$ cat src/rtl/pipeline_drain_buffer_pkg.sv
// Shared constants for the pipeline drain buffer: pipeline geometry and the
// configuration sanity helper used at elaboration.
package pipeline_drain_buffer_pkg;

  localparam int PIPE_DATA_W  = 32;
  localparam int PIPE_DEPTH   = 3;
  // One extra slot covers the item that lands while the registered stall settles.
  localparam int MIN_HEADROOM = PIPE_DEPTH + 1;

  function automatic bit headroom_ok(input int depth, input int headroom);
    return (depth > headroom) && (headroom >= MIN_HEADROOM);
  endfunction

endpackage

$ cat src/rtl/pipeline_drain_buffer_sync_fifo_core.sv
// Synchronous FIFO storage: memory, wrapping pointers and occupancy count.
// The read port is combinational and reads as zero while the FIFO is empty.
module sync_fifo_core #(
  parameter int WIDTH = 32,
  parameter int DEPTH = 8,
  localparam int PW   = $clog2(DEPTH),
  localparam int CW   = $clog2(DEPTH + 1)
) (
  input  logic             clk,
  input  logic             reset,
  input  logic             push,
  input  logic             pop,
  input  logic [WIDTH-1:0] wr_data,
  output logic [WIDTH-1:0] rd_data,
  output logic [CW-1:0]    count,
  output logic [CW-1:0]    count_next
);

  logic [WIDTH-1:0] mem [DEPTH];
  logic [PW-1:0]    wr_ptr;
  logic [PW-1:0]    rd_ptr;

  assign count_next = count + CW'(push) - CW'(pop);
  assign rd_data    = (count != '0) ? mem[rd_ptr] : '0;

  always_ff @(posedge clk) begin
    if (push) begin
      mem[wr_ptr] <= wr_data;
    end
  end

  // DEPTH is a power of two, so the pointers wrap naturally.
  always_ff @(posedge clk) begin
    if (reset) begin
      wr_ptr <= '0;
      rd_ptr <= '0;
      count  <= '0;
    end else begin
      if (push) wr_ptr <= wr_ptr + 1'b1;
      if (pop)  rd_ptr <= rd_ptr + 1'b1;
      count <= count_next;
    end
  end

endmodule

$ cat src/rtl/pipeline_drain_buffer.sv
// Captures pipeline output into a FIFO, hands it to a valid/ready consumer and
// raises a registered global stall early enough that in-flight items always fit.
module pipeline_drain_buffer
  import pipeline_drain_buffer_pkg::*;
#(
  parameter int WIDTH    = PIPE_DATA_W,
  parameter int DEPTH    = 8,
  parameter int HEADROOM = 4,
  localparam int CW      = $clog2(DEPTH + 1)
) (
  input  logic             clk,
  input  logic             reset,
  input  logic [WIDTH-1:0] in_data,
  input  logic             in_valid,
  output logic [WIDTH-1:0] out_data,
  output logic             out_valid,
  input  logic             out_ready,
  output logic             stall,
  output logic [CW-1:0]    level,
  output logic             overflow
);

  localparam logic [CW-1:0] DEPTH_C  = CW'(DEPTH);
  localparam logic [CW-1:0] THRESH_C = CW'(DEPTH - HEADROOM);

  if (!headroom_ok(DEPTH, HEADROOM) || (DEPTH < 4) || ((DEPTH & (DEPTH - 1)) != 0)) begin : g_bad_cfg
    $error("pipeline_drain_buffer: invalid DEPTH/HEADROOM configuration");
  end

  logic          pop;
  logic          push_ok;
  logic [CW-1:0] count;
  logic [CW-1:0] count_next;

  assign out_valid = (count != '0);
  assign pop       = out_valid & out_ready;
  // A full FIFO still takes the item when the head leaves in the same cycle.
  assign push_ok   = in_valid & ((count < DEPTH_C) | pop);
  assign level     = count;

  sync_fifo_core #(
    .WIDTH(WIDTH),
    .DEPTH(DEPTH)
  ) u_fifo (
    .clk       (clk),
    .reset     (reset),
    .push      (push_ok),
    .pop       (pop),
    .wr_data   (in_data),
    .rd_data   (out_data),
    .count     (count),
    .count_next(count_next)
  );

  always_ff @(posedge clk) begin
    if (reset) begin
      stall    <= 1'b0;
      overflow <= 1'b0;
    end else begin
      stall    <= (count_next >= THRESH_C);
      overflow <= overflow | (in_valid & ~push_ok);
    end
  end

endmodule
$ cat config.mk
export PLATFORM = sky130hd
export DESIGN_NAME = pipeline_drain_buffer
export DESIGN_NICKNAME = d
export VERILOG_FILES = /design/src/rtl/pipeline_drain_buffer_pkg.sv /design/src/rtl/pipeline_drain_buffer_sync_fifo_core.sv /design/src/rtl/pipeline_drain_buffer.sv
export SDC_FILE = /design/constraint.sdc
export NUM_CORES = 1
export LEC_CHECK = 0
export CORE_AREA = 2 2 154 156
export DETAILED_ROUTE_END_ITERATION = 8
export DIE_AREA = 0 0 156 158
export PLACE_DENSITY_LB_ADDON = 0.15
export SLEW_MARGIN = 20
export SYNTH_ARGS = -nofsm -noshare
export SYNTH_HDL_FRONTEND = slang
export SYNTH_SLANG_ARGS = --single-unit
$ cat constraint.sdc
create_clock -name clk -period 3.7 [get_ports clk]
set_clock_uncertainty 0.1 [all_clocks]
set_input_delay 0.37 -clock clk [delete_from_list [all_inputs] [get_ports clk]]
set_output_delay 0.37 -clock clk [all_outputs]
set_load 0.02 [all_outputs]
* After elaboration in Yosys (flattened, before gate mapping) *
Memory sizes are Yosys's and may differ from the RTL's. A register that Yosys moved wholly into a read port is not among the register bits.
Index checks and enable logic that the tools add are counted.

word-level totals
  register bits = 12
  memory bits (writable) = 256
  bits of input ports = 36
  output and inout bits = 39
  word-level logic and storage cells = 24
  memories = 1

operators by class
  add/sub/neg operators = 4
  $lt $le $gt $ge = 2
  mux-type cells = 5
  bitwise operators = 6
  reduce and logical (&&, ||, !) cells = 1

memories
  name        words  width  rd ports  clocked after memory_dff  write ports  RTL line                                    text
  u_fifo.mem  8      32     1         1                         1            pipeline_drain_buffer_sync_fifo_core.sv:19  logic [WIDTH-1:0] mem [DEPTH];

operators with widths
  operator               count
  $mux W32               1
  $add A3 B1 Y3 const B  2
  $mux W3                2
  $add A4 B1 Y4          1
  $ge A4 B3 Y1 const B   1
  $lt A4 B4 Y1 const B   1
  $reduce_bool A4 Y1     1
  $sub A4 B1 Y4          1
  $and A1 B1 Y1          3
  $mux W1                2
  $or A1 B1 Y1           2
  $not A1 Y1             1

* Logic depth before layout (Yosys ltp) *
Gate-level depths: netlist (run 1).

  depth in word-level cells = 7
  mapped depth = 12
  depth with buffers taken out = 12

* Modules after synthesis *
From an unflattened synthesis (run 1), not the netlist that was laid out.

unflattened totals
  cell total of the unflattened synthesis = 454
  area, all modules = 10420.0 um^2

by module, submodules not included
  module                 times used  cells each  area an instance (um^2)  seq. area each (um^2)
  sync_fifo_core         1           443         10324.9                  7947.6
  pipeline_drain_buffer  1           11          95.1                     40.0

* Worst setup path before layout (run 1) *
No wires, ideal clock.

  kind = reg2reg
  start point = reg u_fifo.count[3]
  end point = mem u_fifo.mem[1][0], enable pin
  arrival time = 3.286 ns
  required time = 3.139 ns
  setup slack = -0.148 ns
  cell stages (with the launch flop) = 6
  path buffers = 0
  period minus slack after synthesis = 3.848 ns
  cells stage by stage = dfxtp_1 > inv_1 > ha_1 > nand4bb_1 > nand4_1 > nor3_1

on the way
  cells in the longest elaborated chain, start to end = 6
  elaborated cells on any way between the ends = 7
  classes of those cells = order compare: 1; mux: 2; bitwise: 3; reduce/logical: 1

RTL lines
  element                                                               RTL line                                    text
  start: declaration                                                    pipeline_drain_buffer_sync_fifo_core.sv:15  output logic [CW-1:0] count,
  start signal: assignment                                              pipeline_drain_buffer_sync_fifo_core.sv:41  count <= count_next;
  parallel branches: the longest is 2 deep, another holds $lt A4 B4 Y1  n/a
  $or A1 B1 Y1 *                                                        pipeline_drain_buffer.sv:38                 assign push_ok = in_valid & ((count < DEPTH_C) | pop);
  $and A1 B1 Y1 *                                                       pipeline_drain_buffer.sv:38
  $mux W1 *                                                             pipeline_drain_buffer_sync_fifo_core.sv:27  if (push) begin
  $mux W1 (not written as such) *                                       pipeline_drain_buffer_sync_fifo_core.sv:28  mem[wr_ptr] <= wr_data;
  end: declaration                                                      pipeline_drain_buffer_sync_fifo_core.sv:19

Mark *: on every way between the ends.

* Final worst setup path (run 1) *
  start point = reg u_fifo.count[3]
  end point = out out_data[10]

on the way
  cells in the longest elaborated chain, start to end = 2

RTL lines
  element             RTL line                                    text
  $reduce_bool A4 Y1  pipeline_drain_buffer_sync_fifo_core.sv:24  assign rd_data = (count != '0) ? mem[rd_ptr] : '0;
  $mux W32            pipeline_drain_buffer_sync_fifo_core.sv:24
  end: declaration    pipeline_drain_buffer.sv:15                 output logic [WIDTH-1:0] out_data,

Every way passes these cells.

==> flow_summary.yaml, run 1 <==
routing:
  drc: 0
  wire_per_inst_um: 22.6
  drt_pass1_iterations: 4
  vias: 4903
  antenna_left: 0
  routed_wl_mm: 19.8
  viasPerCell: 5.60
  drtIter0Drc: 348
timing:
  tns_ps: 0
  rsz0062_at_grt: "no"
  max_slew_margin_pct: 55.5
  setup_viol: 0
  tightest_slew_ps: 666
  holdWs_ps: 354
  drv_slew: 0
  period_needed_ps: 3400
  finalHoldViolations: 0
  finalCritPeriodShare_pct: 91.8
  max_freq_mhz: 294
yosys:
  synth_fp_nets: 511
  synthAdderAreaFrac_pct: 1.04
  yosysTopAreaCell: "edfxtp_1"
  syn_inst: 467
  synthFlopType: "edfxtp_1"
  yosysSeqAreaShare_pct: 77.0
  synth-simple-area-share_pct: 2.19
  yosys_warnings: 0
  synth.avg_cell_area_um2: 22.2
  synth_xor_area_share_pct: 0.0844
  synth_top_area_share_pct: 74.1
  synth_top_family_by_area: "multiplexers"
  synth_edf_count: 256
  synth_most_common_cell: "edfxtp_1"
  async_reset_ff_share_pct: 0
  synth-compound-area-share_pct: 3.80
  synthTopCellsByCount: "256 x edfxtp_1, 64 x mux4_2, 32 x a22o_1"
  synth_cell_types: 37
  synthesis.area_mm2: 0.0104
  synth_area_leaders: "edfxtp_1 74%, mux4_2 14%, dfxtp_1 2.9%"
  ys_ff_latch: 271
  synth.area.mux_share_pct: 14.0
worst_setup_path:
  worstRegToRegCells: 12
  r2r-start: "u_fifo.count[3]$_SDFF_PP0_"
  regToRegSetupSlack_ps: 820
  cp-start-kind: "flop"
  path_max_fanout: 32
  crit_type: "flop to primary output"
  cp.required_ps: 3230
  worstSetupEndpointType: "primary output"
  timing.rr.end: "stall$_SDFF_PP0_"
  critPathArrivalTime_ps: 2930
placement:
  gp_congestion: 0.754
  place_area_mm2: 0.0116
  dp_hpwl_mm: 11.1
  dp.cells: 824
  io_buffers: 74
power_and_ir_drop:
  ir_worst_vdd_mv: 0.405
  power.net_switching_w: 0.00229
  power.density_mw_per_mm2: 685
  switching_share_pct: 26.8
  pwr-share-comb_pct: 25.0
  seq_power_share_pct: 43.2
  p_clk_share_pct: 31.8
  p_int_w: 0.00625
  p_leak_nw: 3.97
die:
  die_width_um: 156
  die_area_mm2: 0.0246
  pin_count: 75
  initial_core_util_pct: 45.0
  core.rowCount: 56
  core_area_mm2: 0.0231
  die_h_um: 158
clocking:
  cts-root-buf: "clkbuf_16"
  cts_tree: "yes"
  clkLatencyLatePin_ps: 520
  cts_num_sinks: 271
  cts_hold_buf: 0
  clk_pin_slew_ps: 60
  htreeDepth: 1
  numCtsBuffers: 28
  post-cts-setup-buffers: 0
  cts_resized: 0
  cts_max_path_buffers: 3
global_routing:
  grt_pass1_vias: 5238
  grt_overflow: 0
  grt_first_pass_wirelength_mm: 30.3
  grt.total_usage_pct: 16.4
  grt_max_degree: 34
  antenna_found_initial: 0
min_path:
  hp-start: "overflow$_SDFF_PP0_"
  holdPathEnd: "overflow$_SDFF_PP0_"
  hold_path_depth: 2
  hp-class: "flop to flop"
run_status:
  status: "finished clean"
cells_and_area:
  fillers: 1715
  synthToLayoutAreaGrowth_pct: 20.2
  fin_nets: 608
  final_cells: 876
  post-route-cell-area_mm2: 0.0125
  drive_above_1_share_pct: 22.7
run:
  cap_violations: 0
[per-layer routing]
metal  vias up  GRT usage [%]  share of wire (%)
met1      2603           22.5                 44
met5         -              0                  0
met4         0           4.41                1.5
li1       2165              -                  -
met2       112           27.3                 50
met3        23           2.98                4.3
[layout make-up]
cell class	instances	area (um2)	share of cell area, %
multi-input cells	161	2260	18.1
clock buffers	34	744	5.97
flip-flops and latches	271	8000	64.1
diodes	1	2.50	0.0201
repair buffers	89	903	7.24
clock inverters	17	154	1.23
well taps	290	363	2.91
inverters	13	48.8	0.391
[worst max-delay path, cell delays in order, from the launching register on]
cell	delay (ps)
dfxtp_1	430
inv_1	70
ha_1	200
nor3b_4	190
inv_2	100
and2_4	500
a22o_1	290
clkdlybuf4s50_1	630
[layout by cell type (no fill, tap or decap), types with 2 or more instances in the layout]
cell type	n
a21oi_1	7
a22o_1	32
buf_12	4
buf_4	11
bufinv_16	3
clkbuf_1	5
clkbuf_16	29
clkdlybuf4s50_1	74
clkinv_1	9
clkinv_2	3
clkinvlp_4	2
dfxtp_1	13
dfxtp_4	2
edfxtp_1	256
ha_1	7
inv_1	12
mux4_2	64
nand2_1	2
nand2b_1	4
nand4_1	3
nor2_1	5
nor2_4	7
nor2b_1	3
nor3_1	3
nor3_4	2
o21ai_0	4
o31ai_1	2
[stage by stage]
step	power (W)	utilization [%]	worst slack, ps
after floorplan	0.00504	-	281
after global routing	0.00890	54.1	141
final	0.00855	54.1	302
after detailed placement	0.00593	50.2	734
after CTS	0.00865	54.1	241
after global placement	0.00590	50.2	795
[flip-flops by register name, indices dropped and copies added (netlist names), named ones only]
signal,flops
u_fifo.mem,256
u_fifo.count,4
u_fifo.rd_ptr,3
u_fifo.wr_ptr,3
overflow,1
stall,1
[worst max-delay path by stage]
stage,startpoint,end,slack (ps),cells past startpoint
2_1_floorplan,u_fifo.count[3]$_SDFF_PP0_,u_fifo.mem[2][0]$_DFFE_PP_,280,5
3_3_place_gp,out_ready,stall$_SDFF_PP0_,790,11
3_5_place_dp,in_valid,u_fifo.mem[2][25]$_DFFE_PP_,730,5
4_1_cts,u_fifo.count[3]$_SDFF_PP0_,out_data[10],240,7
5_1_grt,u_fifo.count[3]$_SDFF_PP0_,out_data[2],140,7
6_report,u_fifo.count[3]$_SDFF_PP0_,out_data[10],300,7
[kinds of logic after synthesis]
| group | Yosys count |
|---|---|
| AND/OR/NAND/NOR | 37 |
| flip-flops | 271 |
| XOR/XNOR | 1 |
| adder cells (fa/ha/maj) | 8 |
| buffers and inverters | 35 |
| AO/OA/AOI/OAI | 50 |
| multiplexers | 65 |
[power groups by stage]
| stage | sequential [W] | clock [W] | combinational (W) |
|---|---|---|---|
| after floorplan | 0.00370 | 0 | 0.00134 |
| after global placement | 0.00375 | 0 | 0.00215 |
| after detailed placement | 0.00376 | 0 | 0.00217 |
| after CTS | 0.00370 | 0.00277 | 0.00218 |
| after global routing | 0.00372 | 0.00290 | 0.00229 |
| final | 0.00369 | 0.00271 | 0.00214 |
(Power assumes the default switching activity.)
==> run 2: changes to the inputs <==
Settings changed: CORE_AREA 2 2 154 156 to 2 2 155 157, DIE_AREA 0 0 156 158 to 0 0 157 159, SLEW_MARGIN 20 to default.
==> run 2 against run 1 <==
Register-to-register slack lost 20 ps; critical endpoint is now out_data[4]; critical path type unchanged; largest power group unchanged; critical path depth is the same; clock power shrank 3%; combinational power grew 2%.
==> flow_summary.yaml, run 2 (same netlist as run 1, synthesis figures left out) <==
run_status:
  status: "finished clean"
cells_and_area:
  fin_nets: 609
  fin_util_pct: 54.0
  drive_above_1_share_pct: 23.2
  synthToLayoutAreaGrowth_pct: 20.6
  top_regs: "u_fifo.mem: 256 flops, u_fifo.count: 4 flops"
  largest_reg_flops: 256
  regMostFlops: "u_fifo.mem"
  antenna_cells: 0
  final_common_cell: "edfxtp_1"
  layout_common_cells: "256 x edfxtp_1, 74 x clkdlybuf4s50_1, 64 x mux4_2, 32 x a22o_1, 27 x clkbuf_16"
  fillers: 1810
timing:
  drv_slew: 0
  tightest_slew_ps: 608
  worst_slack_ps: 286
  period_needed_ps: 3410
  max_slew_margin_pct: 59.3
  rsz0062_at_grt: "no"
  max_freq_mhz: 293
  finalCritPeriodShare_pct: 92.3
  tns_ps: 0
  setup_viol: 0
  finalHoldViolations: 0
placement:
  dp_hpwl_mm: 11.4
  io_buffers: 74
  place_ws_ps: 670
  gp_congestion: 0.697
routing:
  drc: 0
  drtIter0Drc: 363
  routed_wl_mm: 19.8
  wire_per_inst_um: 21.8
  vias: 4831
  drt_pass1_iterations: 4
  dr_wl_met3_mm: 1.25
  viasPerCell: 5.34
  routedLengthMet1_mm: 8.45
  top_layer_used: "met4"
  antenna_left: 0
  wl_met2_mm: 9.81
power_and_ir_drop:
  ir_worst_vdd_mv: 0.389
  p_leak_nw: 3.98
  power.density_mw_per_mm2: 679
global_routing:
  antenna_found_initial: 0
  grt_max_degree: 33
  grt_first_pass_wirelength_mm: 30.8
  grt.total_usage_pct: 16.4
  grt_overflow: 0
  grt_pass1_vias: 5321
clocking:
  cts-root-buf: "clkbuf_16"
  post-cts-setup-buffers: 0
  clk_pin_slew_ps: 60
  cts_tree: "yes"
  htreeDepth: 1
  cts_num_sinks: 271
  cts_hold_buf: 0
  clkLatencyLatePin_ps: 520
  cts_resized: 0
  numCtsBuffers: 27
  cts_max_path_buffers: 3
worst_setup_path:
  cp-start-kind: "flop"
  worstSetupEndpointType: "primary output"
  critPathArrivalTime_ps: 2940
  cp.required_ps: 3230
  crit_start: "u_fifo.count[3]$_SDFF_PP0_"
  regToRegSetupSlack_ps: 800
  r2r-start: "u_fifo.count[3]$_SDFF_PP0_"
  crit_type: "flop to primary output"
  path_max_fanout: 17
min_path:
  hp-start: "overflow$_SDFF_PP0_"
  hp-class: "flop to flop"
run:
  cap_violations: 0
die:
  pin_count: 75
  core.rowCount: 56
  die_h_um: 159
  core_area_mm2: 0.0232
  initial_core_util_pct: 44.7
  die_area_mm2: 0.0250
  die_width_um: 157
## run 2: final timing paths
kind / end / cells after the start
min reg2reg: overflow$_SDFF_PP0_ / 2
max: out_data[4] / 7
max reg2reg: stall$_SDFF_PP0_ / 12
min: overflow$_SDFF_PP0_ / 2
## run 2: area by class of cell
type | instances | area (um2) | share of cell area (%)
tap | 319 | 399 | 3.19
inverter | 13 | 48.8 | 0.390
sequential | 271 | 8000 | 63.9
timing repair buffer | 91 | 943 | 7.54
clock inverter | 20 | 179 | 1.43
multi-input combinational | 161 | 2260 | 18.1
clock buffer | 30 | 687 | 5.49
## run 2: power by group
group          switching [W]  internal [W]  total [W]
logic                0.00108       0.00110    0.00218
registers           0.000123       0.00355    0.00368
clock network        0.00110       0.00155    0.00264
total                0.00230       0.00620    0.00849
## run 2: per-stage QoR
stage,cells,instance area [um2],power [W],hold WS (ps)
after CTS,905,12500,0.00861,355
after floorplan,467,10400,0.00504,369
after detailed placement,855,11600,0.00596,339
after global placement,855,11600,0.00593,339
after global routing,905,12500,0.00888,366
final,905,12500,0.00849,349
## run 2: layer usage
metal	vias to the layer above	track usage, %
met5	-	0
met4	0	3.92
li1	2167	-
met1	2505	22.7
met3	24	2.89
met2	135	27.2
## run 2: critical path, cell delays in order, from the launching register on
cell	delay [ps]
dfxtp_1	430
inv_1	70
ha_1	210
nor3b_4	190
nor2_4	490
buf_12	240
a22o_1	170
clkdlybuf4s50_1	620
